## config.mk

```make
export PLATFORM = sky130hd
export DESIGN_NAME = width_16to8_flat
export DESIGN_NICKNAME = d
export VERILOG_FILES = /design/src/rtl/width_16to8_pkg.sv /design/src/rtl/width_16to8_if.sv /design/src/rtl/width_16to8_skid.sv /design/src/rtl/width_16to8.sv /design/src/flat_wrapper.sv
export SDC_FILE = /design/constraint.sdc
export NUM_CORES = 1
export LEC_CHECK = 0
export ABC_AREA = 1
export BUFFER_PORTS_ARGS = -buffer_cell sky130_fd_sc_hd__buf_2
export CAP_MARGIN = 20
export CORE_MARGIN = 5
export CORE_UTILIZATION = 43
export CTS_CLUSTER_DIAMETER = 60
export DETAILED_ROUTE_END_ITERATION = 10
export SETUP_SLACK_MARGIN = 0.15
export SLEW_MARGIN = 10
export SYNTH_ARGS = -nofsm -noshare
export SYNTH_HDL_FRONTEND = slang
export SYNTH_SLANG_ARGS = --single-unit
```

## constraint.sdc

```tcl
create_clock -name clk -period 1.7 [get_ports clk]
set_clock_uncertainty 0.1 [all_clocks]
set_input_delay 0.17 -clock clk [delete_from_list [all_inputs] [get_ports clk]]
set_output_delay 0.17 -clock clk [all_outputs]
set_load 0.02 [all_outputs]
```

## src/rtl/width_16to8_pkg.sv

```systemverilog
// Shared types and byte-ordering helpers for the 16-to-8 serializer.
// The state encoding and byte split are kept here so the packer side can reuse them.
package width_16to8_pkg;

    localparam int WORD_W = 16;
    localparam int BYTE_W = 8;

    typedef enum logic [1:0] {
        ST_EMPTY  = 2'd0,
        ST_FIRST  = 2'd1,
        ST_SECOND = 2'd2
    } state_t;

    function automatic logic [BYTE_W-1:0] first_byte(input logic [WORD_W-1:0] w,
                                                     input logic             msb_first);
        return msb_first ? w[15:8] : w[7:0];
    endfunction

    function automatic logic [BYTE_W-1:0] second_byte(input logic [WORD_W-1:0] w,
                                                      input logic             msb_first);
        return msb_first ? w[7:0] : w[15:8];
    endfunction

endpackage

```

## src/rtl/width_16to8_if.sv

```systemverilog
// Word-in / byte-out stream bundle for the serializer.
// slave is the serializer's view; master is the view of whatever drives and sinks it.
interface width_16to8_if;
    import width_16to8_pkg::*;

    logic              valid_in;
    logic              ready_in;
    logic [WORD_W-1:0] data_in;
    logic              last_in;
    logic              valid_out;
    logic              ready_out;
    logic [BYTE_W-1:0] data_out;
    logic              last_out;

    modport slave (
        input  valid_in,
        input  data_in,
        input  last_in,
        input  ready_out,
        output ready_in,
        output valid_out,
        output data_out,
        output last_out
    );

    modport master (
        output valid_in,
        output data_in,
        output last_in,
        output ready_out,
        input  ready_in,
        input  valid_out,
        input  data_out,
        input  last_out
    );

endinterface

```

## src/rtl/width_16to8_skid.sv

```systemverilog
// One-word pending buffer (16-bit word + last flag) holding a word accepted
// while the output stage is still busy with the previous one.
module width_16to8_skid
    import width_16to8_pkg::*;
(
    input  logic              clk,
    input  logic              rst,
    input  logic              load,
    input  logic              take,
    input  logic [WORD_W-1:0] load_data,
    input  logic              load_last,
    output logic [WORD_W-1:0] pend_data,
    output logic              pend_last,
    output logic              pend_valid
);

    // load only happens while empty and take only while full, so they never collide
    always_ff @(posedge clk or posedge rst) begin
        if (rst) begin
            pend_valid <= 1'b0;
            pend_data  <= '0;
            pend_last  <= 1'b0;
        end else if (load) begin
            pend_valid <= 1'b1;
            pend_data  <= load_data;
            pend_last  <= load_last;
        end else if (take) begin
            pend_valid <= 1'b0;
        end
    end

endmodule

```

## src/rtl/width_16to8.sv

```systemverilog
// Serializer: accepts 16-bit words and emits them as two registered bytes,
// with a one-word pending buffer so an always-ready sink sees a byte every cycle.
module width_16to8
    import width_16to8_pkg::*;
#(
    parameter bit MSB_FIRST = 1'b1
)(
    input  logic         clk,
    input  logic         rst,
    width_16to8_if.slave bus
);

    state_t            state_q, state_nx;
    logic [BYTE_W-1:0] data_q, data_nx;
    logic              last_q, last_nx;
    logic              valid_q, valid_nx;
    logic [BYTE_W-1:0] cur_lo, cur_lo_nx;
    logic              cur_last, cur_last_nx;

    logic [WORD_W-1:0] pend_data;
    logic              pend_last;
    logic              pend_valid;
    logic              pend_load;
    logic              pend_take;

    logic              fire_in;
    logic              fire_out;
    logic              ld_en;
    logic [WORD_W-1:0] ld_word;
    logic              ld_last;

    assign bus.ready_in  = ~rst & ~pend_valid;
    assign bus.valid_out = valid_q;
    assign bus.data_out  = data_q;
    assign bus.last_out  = last_q;

    assign fire_in  = bus.valid_in & bus.ready_in;
    assign fire_out = valid_q & bus.ready_out;

    // A held pending word always goes out before anything newly offered
    assign ld_word = pend_valid ? pend_data : bus.data_in;
    assign ld_last = pend_valid ? pend_last : bus.last_in;

    width_16to8_skid u_skid (
        .clk        (clk),
        .rst        (rst),
        .load       (pend_load),
        .take       (pend_take),
        .load_data  (bus.data_in),
        .load_last  (bus.last_in),
        .pend_data  (pend_data),
        .pend_last  (pend_last),
        .pend_valid (pend_valid)
    );

    always_comb begin
        state_nx    = state_q;
        data_nx     = data_q;
        last_nx     = last_q;
        valid_nx    = valid_q;
        cur_lo_nx   = cur_lo;
        cur_last_nx = cur_last;
        pend_load   = 1'b0;
        pend_take   = 1'b0;
        ld_en       = 1'b0;

        case (state_q)
            ST_EMPTY: begin
                if (fire_in) ld_en = 1'b1;
            end
            ST_FIRST: begin
                if (fire_out) begin
                    data_nx  = cur_lo;
                    last_nx  = cur_last;
                    state_nx = ST_SECOND;
                end
                if (fire_in) pend_load = 1'b1;
            end
            ST_SECOND: begin
                if (fire_out) begin
                    if (pend_valid) begin
                        ld_en     = 1'b1;
                        pend_take = 1'b1;
                    end else if (fire_in) begin
                        ld_en = 1'b1;
                    end else begin
                        valid_nx = 1'b0;
                        last_nx  = 1'b0;
                        state_nx = ST_EMPTY;
                    end
                end else if (fire_in) begin
                    pend_load = 1'b1;
                end
            end
            default: begin
                valid_nx = 1'b0;
                last_nx  = 1'b0;
                state_nx = ST_EMPTY;
            end
        endcase

        // Loading a word presents its first byte, which never carries last
        if (ld_en) begin
            data_nx     = first_byte(ld_word, MSB_FIRST);
            cur_lo_nx   = second_byte(ld_word, MSB_FIRST);
            cur_last_nx = ld_last;
            valid_nx    = 1'b1;
            last_nx     = 1'b0;
            state_nx    = ST_FIRST;
        end
    end

    always_ff @(posedge clk or posedge rst) begin
        if (rst) begin
            state_q  <= ST_EMPTY;
            data_q   <= '0;
            last_q   <= 1'b0;
            valid_q  <= 1'b0;
            cur_lo   <= '0;
            cur_last <= 1'b0;
        end else begin
            state_q  <= state_nx;
            data_q   <= data_nx;
            last_q   <= last_nx;
            valid_q  <= valid_nx;
            cur_lo   <= cur_lo_nx;
            cur_last <= cur_last_nx;
        end
    end

endmodule
```

## src/flat_wrapper.sv

```systemverilog
// flat-port wrapper written by rule: the top's interface ports become plain ports
module width_16to8_flat import width_16to8_pkg::*;
#(
    parameter bit MSB_FIRST = 1'b1
)
  (clk, rst, bus_valid_in, bus_data_in, bus_last_in, bus_ready_out, bus_ready_in, bus_valid_out, bus_data_out, bus_last_out);
  width_16to8_if bus_i ();
  input  logic clk;
  input  logic rst;
  input wire logic [$bits(bus_i.valid_in)-1:0] bus_valid_in;
  input wire logic [$bits(bus_i.data_in)-1:0] bus_data_in;
  input wire logic [$bits(bus_i.last_in)-1:0] bus_last_in;
  input wire logic [$bits(bus_i.ready_out)-1:0] bus_ready_out;
  output wire logic [$bits(bus_i.ready_in)-1:0] bus_ready_in;
  output wire logic [$bits(bus_i.valid_out)-1:0] bus_valid_out;
  output wire logic [$bits(bus_i.data_out)-1:0] bus_data_out;
  output wire logic [$bits(bus_i.last_out)-1:0] bus_last_out;
  assign bus_i.valid_in = bus_valid_in;
  assign bus_i.data_in = bus_data_in;
  assign bus_i.last_in = bus_last_in;
  assign bus_i.ready_out = bus_ready_out;
  assign bus_ready_in = bus_i.ready_in;
  assign bus_valid_out = bus_i.valid_out;
  assign bus_data_out = bus_i.data_out;
  assign bus_last_out = bus_i.last_out;
  width_16to8 #(.MSB_FIRST(MSB_FIRST)) u_core (.clk(clk), .rst(rst), .bus(bus_i));
endmodule
```

# After elaboration in Yosys (flattened, before gate mapping)
# Index checks and enable logic that the tools add are counted.
dict set report word_totals {
  inputBits 21
  reg_bits 39
  wordCells 60
}
dict set report classes {
  bitwise_logic 5
  eq_ne 8
  n_reduce_logical 8
  n_mux 30
}
# cell count
set op_table {}
lappend op_table {{2-to-1 mux 8 bit} 3}
lappend op_table {{2-to-1 mux 1 bit} 16}
lappend op_table {{2-to-1 mux 16 bit} 1}
lappend op_table {{2-to-1 mux 2 bit} 5}
lappend op_table {{!= test 3 x 1 -> 1 bit (second input constant)} 2}
lappend op_table {{case mux 1 bit (2 select lines)} 3}
lappend op_table {{case mux 2 bit (3 select lines)} 1}
lappend op_table {{nonzero test 2 bit} 3}
lappend op_table {{AND reduction 5 bit} 1}
lappend op_table {{!= test 2 x 1 -> 1 bit (second input constant)} 2}
lappend op_table {{AND reduction 4 bit} 1}
lappend op_table {{AND 1 bit} 3}
lappend op_table {{!= test 3 x 2 -> 1 bit (second input constant)} 1}
lappend op_table {{!= test 3 bit (second input constant)} 1}
lappend op_table {{case mux 1 bit (3 select lines)} 1}
lappend op_table {{== test 2 x 1 -> 1 bit (second input constant)} 1}
lappend op_table {{== test 2 bit (second input constant)} 1}
lappend op_table {{logical NOT 2 bit} 1}
lappend op_table {{NOT 1 bit} 2}
lappend op_table {{AND reduction 2 bit} 1}
lappend op_table {{OR reduction 2 bit} 1}

# Logic depth before layout (Yosys ltp)
# Gate-level depths: netlist of the first run.
dict set report depth {
  depth_word 9
  depth_mapped 12
  ltp_nobuf 12
}

# Cells and area by module
# From an unflattened synthesis of the first run, not the netlist that was laid out.
dict set report unflattened {
  hier_cells 247
  hier_area_um2 1994.4
}
# mod seq_area_each_um2 area_per_inst_um2 instances cells_each
set by_module_without_submodules {}
lappend by_module_without_submodules {width_16to8 525.5 1278.7 1 170}
lappend by_module_without_submodules {width_16to8_skid 450.4 715.7 1 77}

# Least setup slack after synthesis of the first run
# No wires, ideal clock.
dict set report synth_timing {
  kind {flip-flop to flip-flop}
  from {register u_core.state_q[0]}
  to {register u_core.data_q[3], in the netlist u_core.bus.data_out[3]}
  setup_time_ns 0.116
  synth_period_minus_slack_ns 1.520
  required_time_ns 1.484
  slack_ns 0.180
  arrival_time_ns 1.303
  n_path_buf 1
  stages_incl_launch_ff 11
  path_cell_list {dfrtp_1 > inv_1 > ha_1 > inv_1 > nor2_2 > nand2_4 > nand2_4 > buf_6 > o21ai_0 > nand2_1 > nand2_1}
}
dict set report synth_via {
  elab_chain_len 4
}
# item line
set synth_lines {}
lappend synth_lines {{from (decl)} width_16to8.sv:13} ;# state_t state_q, state_nx;
lappend synth_lines {{from (signal assigned)} width_16to8.sv:122} ;# state_q <= state_nx;
lappend synth_lines {{== test 2 bit or logical NOT 2 bit (tied branches)} width_16to8.sv:67} ;# case (state_q)
lappend synth_lines {{case mux 1 bit (2 select lines)} width_16to8.sv:67}
lappend synth_lines {{nonzero test 2 bit (no line)} --}
lappend synth_lines {{AND reduction 2 bit (no line)} --}
lappend synth_lines {{to (signal assigned)} width_16to8.sv:123} ;# data_q <= data_nx;
lappend synth_lines {{to (decl)} width_16to8.sv:14} ;# logic [BYTE_W-1:0] data_q, data_nx;
# Several ways; a longest one is shown, not always the timed one.
# A chain may end at the register's enable or synchronous reset.

# Final worst setup path of the first run
dict set report layout_timing {
  from {register u_core.state_q[1]}
  to {register u_core.state_q[1]}
}
dict set report layout_via {
  elab_chain_len 4
}
# item line
set layout_lines {}
lappend layout_lines {{== test 2 bit or logical NOT 2 bit (tied branches)} width_16to8.sv:67}
lappend layout_lines {{case mux 1 bit (2 select lines)} width_16to8.sv:67}
lappend layout_lines {{!= test 3 bit (no line), or another cell as far along} --}
lappend layout_lines {{AND reduction 5 bit (no line)} --}
# Several ways; a longest one is shown, not always the timed one.

==> results summary, run 1 <==
The die is 77.68 um tall. For the final routed database, the setup TNS stands at 0 ns. In this run the register-to-register setup slack is 0.08 ns. Summing the sequential cell areas from Yosys gives 49.56% of the chip area. The hold violation count in the final report came out at 0. In this run the deepest clock path goes through 2 buffers. The total number of placement rows is 24. The number of instances on the worst hold path is 3. The area growth from synthesis to final layout is 31.77%. The max-cap check violation count is 0. Setup violations remaining at the end of the flow were counted as 0. In the routed design, unresolved DRC markers number 0. Of the cells placed in the final design, the portion with a size suffix greater than 1 is 29.79%. The final critical path takes up 95.54% of the cycle.

The time the worst path needs with I/O delays and setup came out at 1.624 ns. The sum of routed wire length over all layers is 5.025 mm. After the first detailed-routing iteration, the DRC count stood at 91. In the routed layout, each cell is associated on average with a via count of 4.942. The initial antenna violation count is 0.

The routed layout has 1700 vias. In this run the worst setup path begins at u_core.state_q[1]. The headroom to the max-slew limit is 68.80%.

The area of the core region is 0.004384 mm2. Entering global routing, the biggest net connects 36 pins. The flow ran to the end, and the final reports show no timing, DRC or antenna violations.

The residual overflow from global routing came out at 0. The post-synthesis cell area is 0.001969 mm2. The highest achievable clock rate came out at 615.7 MHz.

The die width is 77.68 um. Setup repair after global routing could not meet its margin everywhere. In this run the power spent charging and discharging nets is 0.3626 mW. Summed over all nets, the half-perimeter wirelength after detailed placement is 2.892 mm. The type of element capturing the critical path is a flop. The internal portion of the total power is 1.242 mW. The total design power came out at 1.605 mW.

Synthesis inferred 39 register bits. 0 antenna diodes ended up in the layout. The via count of the first global-routing pass is 1563. The Yosys warning count is 0. The area enclosed by the die boundary is 0.006033 mm2. The initial core utilization is 44.92%. The min-delay analysis places its worst path in the category primary input to flop. The global-route wire length before repair is 7.672 mm. The filler cells instantiated in the layout total 391. In this run the tool buffered the top-level ports with 31 buffer cells. In this run, CTS created clock tree buffers numbering 5. The post-synthesis net count is 264.

The fraction of power spent switching nets is 22.60%. The clock sink count is 39. The average detailed-routed wire length per instance came out at 14.61 um. The clock-pin slew on the worst setup and hold paths came out at 0.07 ns. The part of the power in the clock network is 38.0%. Sequential cells burn 57.8% of the power.

Dividing total power by cell area gives a power density of 618.4 mW/mm2. Averaged over all synthesized cells, the footprint is 8.206 um2. The part of the power in combinational logic came out at 4.2%.

The total number of nets in the final design came out at 315. The data arrival time of the critical path is 1.71 ns. The source of the worst register-to-register timing path is u_core.state_q[1].

The hold path startpoint is bus_data_in[12]. The cell taking the most area after synthesis is dfrtp_1. The leakage power of the design is 1.310 nW. For the pin with the worst max-slew slack, the measured transition is 0.4675 ns. TritonCTS built the clock tree. The worst voltage drop across the vdd grid came out at 0.3953 mV.

The final max-slew violation count is 0. At the end of routability-driven placement, the weighted congestion stood at 0.8785. The total track usage came out at 15.82%. The data required time of the critical path came out at 1.79 ns. The worst setup path is launched from a flop. Sorting the synthesized cells by area gives the leading types as dfrtp_1, nand2_1, inv_1. The count of unique library cells instantiated by Yosys is 25. The H-tree depth came out at 2. The root buffer cell chosen for the clock tree is clkbuf_8. Clock latency on the worst-skew pair, taken at its later pin, is 0.29 ns. The critical path is of the flop to flop type. The pre-antenna-repair detailed-routing pass consisted of 4 iterations.

The portion of synthesized cell area occupied by the leading cell type is 49.56%. The path depth of the worst reg2reg path is 8. The synthesized netlist cell count is 240. The endpoint identified for the worst register-to-register timing path is u_core.state_q[1]. The hold path endpoint is u_core.u_skid.pend_data[12]. The highest net fanout along the worst path is 4.

The number of I/O pins came out at 32. Once detail routing completed, the nets flagged for antenna violations numbered 0.
==> how the worst max path moves through the flow <==
stage,endpoint,cells after the start
3_3_place_gp,u_core.bus.data_out[5],10
4_1_cts,u_core.state_q[0],9
3_5_place_dp,u_core.bus.data_out[7],10
5_1_grt,u_core.bus.data_out[2],12
6_report,u_core.state_q[1],8
2_1_floorplan,u_core.bus.data_out[3],10
==> power by group through the flow <==
stage	Combinational (mW)	Sequential (mW)	Clock (mW)
CTS	0.0671	0.927	0.617
floorplan	0.0258	0.945	0
finish	0.0677	0.927	0.610
detailed placement	0.0654	0.945	0
global placement	0.0654	0.945	0
global route	0.0786	0.927	0.675
==> registers in the layout, indices dropped and copies added, names as in the netlist, 2 cells and up <==
name and flops:
u_core.bus.data_out 8, u_core.cur_lo 8, u_core.state_q 2, u_core.u_skid.pend_data 16
==> critical path, cell delays in order, from the launching register on <==
cell and delay, ns:
dfrtp_1 0.44, ha_4 0.19, inv_4 0.07, nor2_4 0.05, nand2_4 0.15, nand4_1 0.19, buf_4 0.19, nand3_1 0.08
nand2_1 0.06
==> per-stage QoR <==
step                utilization (%)  cell area (um2)  setup WS [ns]  hold slack (ns)  std cells
global placement              50.34             2207        0.04101           0.1720        320
finish                        59.19             2595        0.07579          0.01724        344
detailed placement            50.34             2207       0.003599           0.1628        320
global route                  59.19             2595       0.006732          0.02142        344
floorplan                         -             1969         0.1804           0.2184        240
CTS                           54.74             2400         0.1465          0.02791        336
==> cells in the mapped netlist, drive strengths merged <==
cell and number:
o21ai 44, dfrtp 39, o211ai 8, inv 33, clkbuf 1, buf 8
nand2 89, o21bai 2, ha 3, nand4 2, clkinv 2, nand3 5
nor2 4
==> final cells by class <==
| class | instances | area, um2 | share of cell area [%] |
|---|---|---|---|
| Clock buffer | 7 | 76.32 | 2.941 |
| Clock inverter | 1 | 5.005 | 0.1929 |
| Inverter | 35 | 142.6 | 5.497 |
| Multi-Input combinational cell | 159 | 897.1 | 34.57 |
| Sequential cell | 39 | 977.2 | 37.66 |
| Tap cell | 52 | 65.06 | 2.507 |
| Timing Repair Buffer | 51 | 431.7 | 16.63 |
==> per-layer routing <==
| metal | global-route usage [%] | up-vias | share of wire [%] |
|---|---|---|---|
| li1 | - | 868 | - |
| met1 | 21.84 | 797 | 46 |
| met2 | 24.96 | 28 | 49 |
| met3 | 3.125 | 7 | 4.2 |
| met4 | 5.155 | 0 | 1.1 |
| met5 | 0 | - | 0 |
==> cell families (layout without fill, tap and decap cells) <==
kind of cell,count (synthesis),in the layout,share of synthesized area [%]
and+or+nand+nor,100,102,22.75
AOI/OAI and AO/OA,54,54,15.57
buffers and inverters,44,94,10.23
DFF,39,39,49.56
adders and majority gates,3,3,1.906
==> cells in the final DEF, fill, tap and decap left out <==
cell and count:
inv_1 28, ha_4 1, o21ai_2 2, nand2_8 2, nand2_1 80, clkinv_2 1
inv_2 4, clkinv_4 1, buf_4 8, nand3_4 1, nor2_4 2, ha_2 2
nand3_1 3, nand4_4 1, nor2_1 2, nand3_2 1, clkinvlp_4 1, dfrtp_1 38
o211ai_1 8, nand2_2 5, dlygate4sd3_1 1, o21bai_4 2, clkbuf_8 5, buf_6 5
buf_2 30, nand4_1 1, clkbuf_16 3, o21ai_1 21, clkbuf_1 2, dfrtp_2 1
o21ai_0 21, buf_12 4, inv_4 1, nand2_4 4
==> repair_timing <==
action	CTS	global route
buffers inserted	5	3
pin swaps	7	5
cloned	2	5
endpoints found under the setup margin	19	39
hold buffers	1	0
hold endpoints to repair	9	0
gates resized for setup	9	18
Power figures use the tool's default switching activity.
==> run 2, diff against run 1 <==
--- a/config.mk
+++ b/config.mk
@@ -8,7 +8,7 @@
 export ABC_AREA = 1
 export BUFFER_PORTS_ARGS = -buffer_cell sky130_fd_sc_hd__buf_2
 export CAP_MARGIN = 20
-export CORE_MARGIN = 5
+export CORE_MARGIN = 2
 export CORE_UTILIZATION = 43
 export CTS_CLUSTER_DIAMETER = 60
 export DETAILED_ROUTE_END_ITERATION = 10
==> run 2 against run 1 <==
  * Flip-flop and latch count unchanged
  * Utilization down 1.9 points
  * Clock power up 32%
  * Combinational power down 7.2%
  * Global-route usage up 2.8 points
  * Fmax up 1.8%
  * Die area down 15%
  * First-iteration DRC count up 16%
  * Final area down 3.1%
  * Clock-buffer cell count down 1
  * Final cell count down 1.5%
==> results summary, run 2 (synthesis gave the netlist of run 1 again) <==
Ranked by flip-flop count, first place goes to u_core.u_skid.pend_data. Global routing used 18.60% of the available tracks. The worst voltage drop across the vdd grid is 0.5353 mV. The number of design rule violations left after detail routing is 0.

The largest net degree at the start of global routing came out at 35. Hold is met by 0.02587 ns. The time the worst path needs with I/O delays and setup is 1.596 ns. The highest achievable clock rate came out at 626.5 MHz. The final critical path takes up 93.89% of the cycle. The final max-slew violation count was 0.

The worst setup path is captured at a flop. For this run, the post-layout net count is 310. The final RePlAce weighted congestion came out at 0.7518. STA classifies the critical path startpoint as a flop.

The post-route setup TNS is 0 ns. The register cell area after layout is 978.4 um2. The post-route antenna net violation count came out at 0.

The sum of buffers and inverters on the critical path came out at 2. The average detailed-routed wire length per instance is 13.09 um. Row generation in the floorplan step produced 24 rows. The detailed router placed 1651 vias in this run. The most numerous cell type found on the critical path is nand2_1. TritonCTS built the clock tree. The most common library cell in the layout ignoring fill and taps is nand2_1. 0 antenna diodes ended up in the layout. The finished layout holds 339 standard cells, fillers aside. The flip-flop count of the largest register, all copies and words added came out at 16.

The clock sink count came out at 39. Summing all multi-input logic gate instances after layout gives 907.1 um2. The hold path startpoint is bus_data_in[1]. For this design, the slowest cell found on the critical path is dfrtp_1. The run finished with clean final reports. The worst register-to-register path begins at u_core.state_q[0]. The residual overflow from global routing came out at 0.

The final worst-path setup slack came out at 0.1038 ns. The library cells used most frequently in the layout, excluding fill and tap cells, are nand2_1, dfrtp_1, buf_2. The total design power is 1.798 mW. The total cell area at the placement stage came out at 0.002205 mm2. The critical path starts at u_core.state_q[0]. The buffer type at the clock tree root is clkbuf_8. The setup violation total in the final timing report is 0. The die width is 71.68 um. The count of fill cells added during filler insertion is 397. The share of final-layout standard cells stronger than drive strength 1 is 29.97%.

The number of search-and-repair iterations in the first detailed-routing pass is 4. On the worst path, the slowest cell contributes a delay of 0.39 ns. The core utilization of the finished layout came out at 57.33%.

The kind of cell with the highest combined delay along the critical path is simple AND/OR/NAND/NOR gates. For the worst flop-to-flop path, the logic depth is 9. Traced cell by cell, the critical path runs through inv_2 > ha_4 > inv_4 > nor2_4 > nand2_4 > nand4_1 > nand3_2 > nand2_1 > nand2_1. The via count of the first global-routing pass is 1616. The global-route wire length before repair came out at 7.300 mm. The number of instances on the worst hold path is 3. The placement-stage worst setup slack is 0.005192 ns. The via count normalized by instance count came out at 4.870. The initial antenna violation count is 0.

Setup repair after global routing could not meet its margin everywhere. Buffers inserted during clock tree synthesis total 5. The class of the tightest hold or removal check is primary input to flop. Of all nets on the critical path, the largest fanout is 4. The data required time of the critical path came out at 1.78 ns. The number of I/O pins is 32. The area growth from synthesis to final layout is 27.64%. The critical path is of the flop to flop type. The initial core utilization is 44.92%. The measured slew at the worst slew-check pin is 0.3602 ns. The clock tree synthesis step divided the H-tree into 2 levels. The total half-perimeter wirelength after legalization and detailed placement is 2.929 mm. The hold violation count in the final report is 0. After detailed placement, the design holds a cell count of 323. The clock-pin slew on the worst setup and hold paths is 0.08 ns. The insertion delay of the later-clocked pin in the worst-skew pair is 0.29 ns. The data arrival time of the critical path came out at 1.68 ns.

The detailed router finished its first iteration with 106 violations. In this run the deepest clock path goes through 2 buffers. The sum of routed wire length over all layers is 4.437 mm. The area of all placed cells without fillers is 0.002514 mm2.

The number of buffer cells added on primary ports is 31. The chip height came out at 71.68 um. The number of logic stages on the critical path including buffering is 9. The power density relative to cell area is 715.1 mW/mm2. The tool flagged a number of max-cap violations equal to 0. The area of the core region is 0.004384 mm2. The area enclosed by the die boundary came out at 0.005137 mm2. The headroom to the max-slew limit came out at 75.99%. The leakage power of the design came out at 1.260 nW.
## run 2: worst paths after layout
kind,endpoint,slack [ns]
hold reg to reg,u_core.bus.data_out[7],0.37
setup / recovery,u_core.state_q[0],0.10
min in group asynchronous,u_core.u_skid.pend_data[12],0.38
setup reg to reg,u_core.state_q[0],0.10
max in group asynchronous,u_core.state_q[1],0.75
hold / removal,u_core.u_skid.pend_data[1],0.03
## run 2: area by class of cell
| type | instances | area share, % |
|---|---|---|
| repair buffers | 46 | 11.90 |
| multi-input cells | 159 | 36.09 |
| clock inverters | 2 | 1.394 |
| inverters | 35 | 5.824 |
| flip-flops and latches | 39 | 38.92 |
| clock buffers | 6 | 3.285 |
| well taps | 52 | 2.588 |
## run 2: timing repair
item	4_1_cts	5_1_grt
setup endpoints to repair	37	39
hold buffers	1	0
endpoints found under the hold margin	39	0
resized for setup	11	19
setup buffers	1	4
gates cloned	1	1
pin swaps	2	8
## run 2: power breakdown
| part | internal, mW | total, mW | switching [mW] |
|---|---|---|---|
| clock network | 0.475 | 0.808 | 0.333 |
| logic | 0.0241 | 0.0628 | 0.0386 |
| registers | 0.927 | 0.927 | 0 |
| total | 1.43 | 1.80 | 0.371 |
## run 2: metal layers
metal | part of all wire, % | up-vias | global-route usage (%)
met5 | 0 | - | 0
met4 | 1.5 | 0 | 7.338
met3 | 3.1 | 7 | 4.923
met2 | 49 | 25 | 30.86
met1 | 46 | 769 | 23.16
li1 | - | 850 | -
## run 2: worst reg2reg max path, stage by stage, from the launching register on
cell	delay (ns)
dfrtp_1	0.39
inv_2	0.11
ha_4	0.16
inv_4	0.04
nor2_4	0.14
nand2_4	0.11
nand4_1	0.19
nand3_2	0.11
nand2_1	0.08
nand2_1	0.06
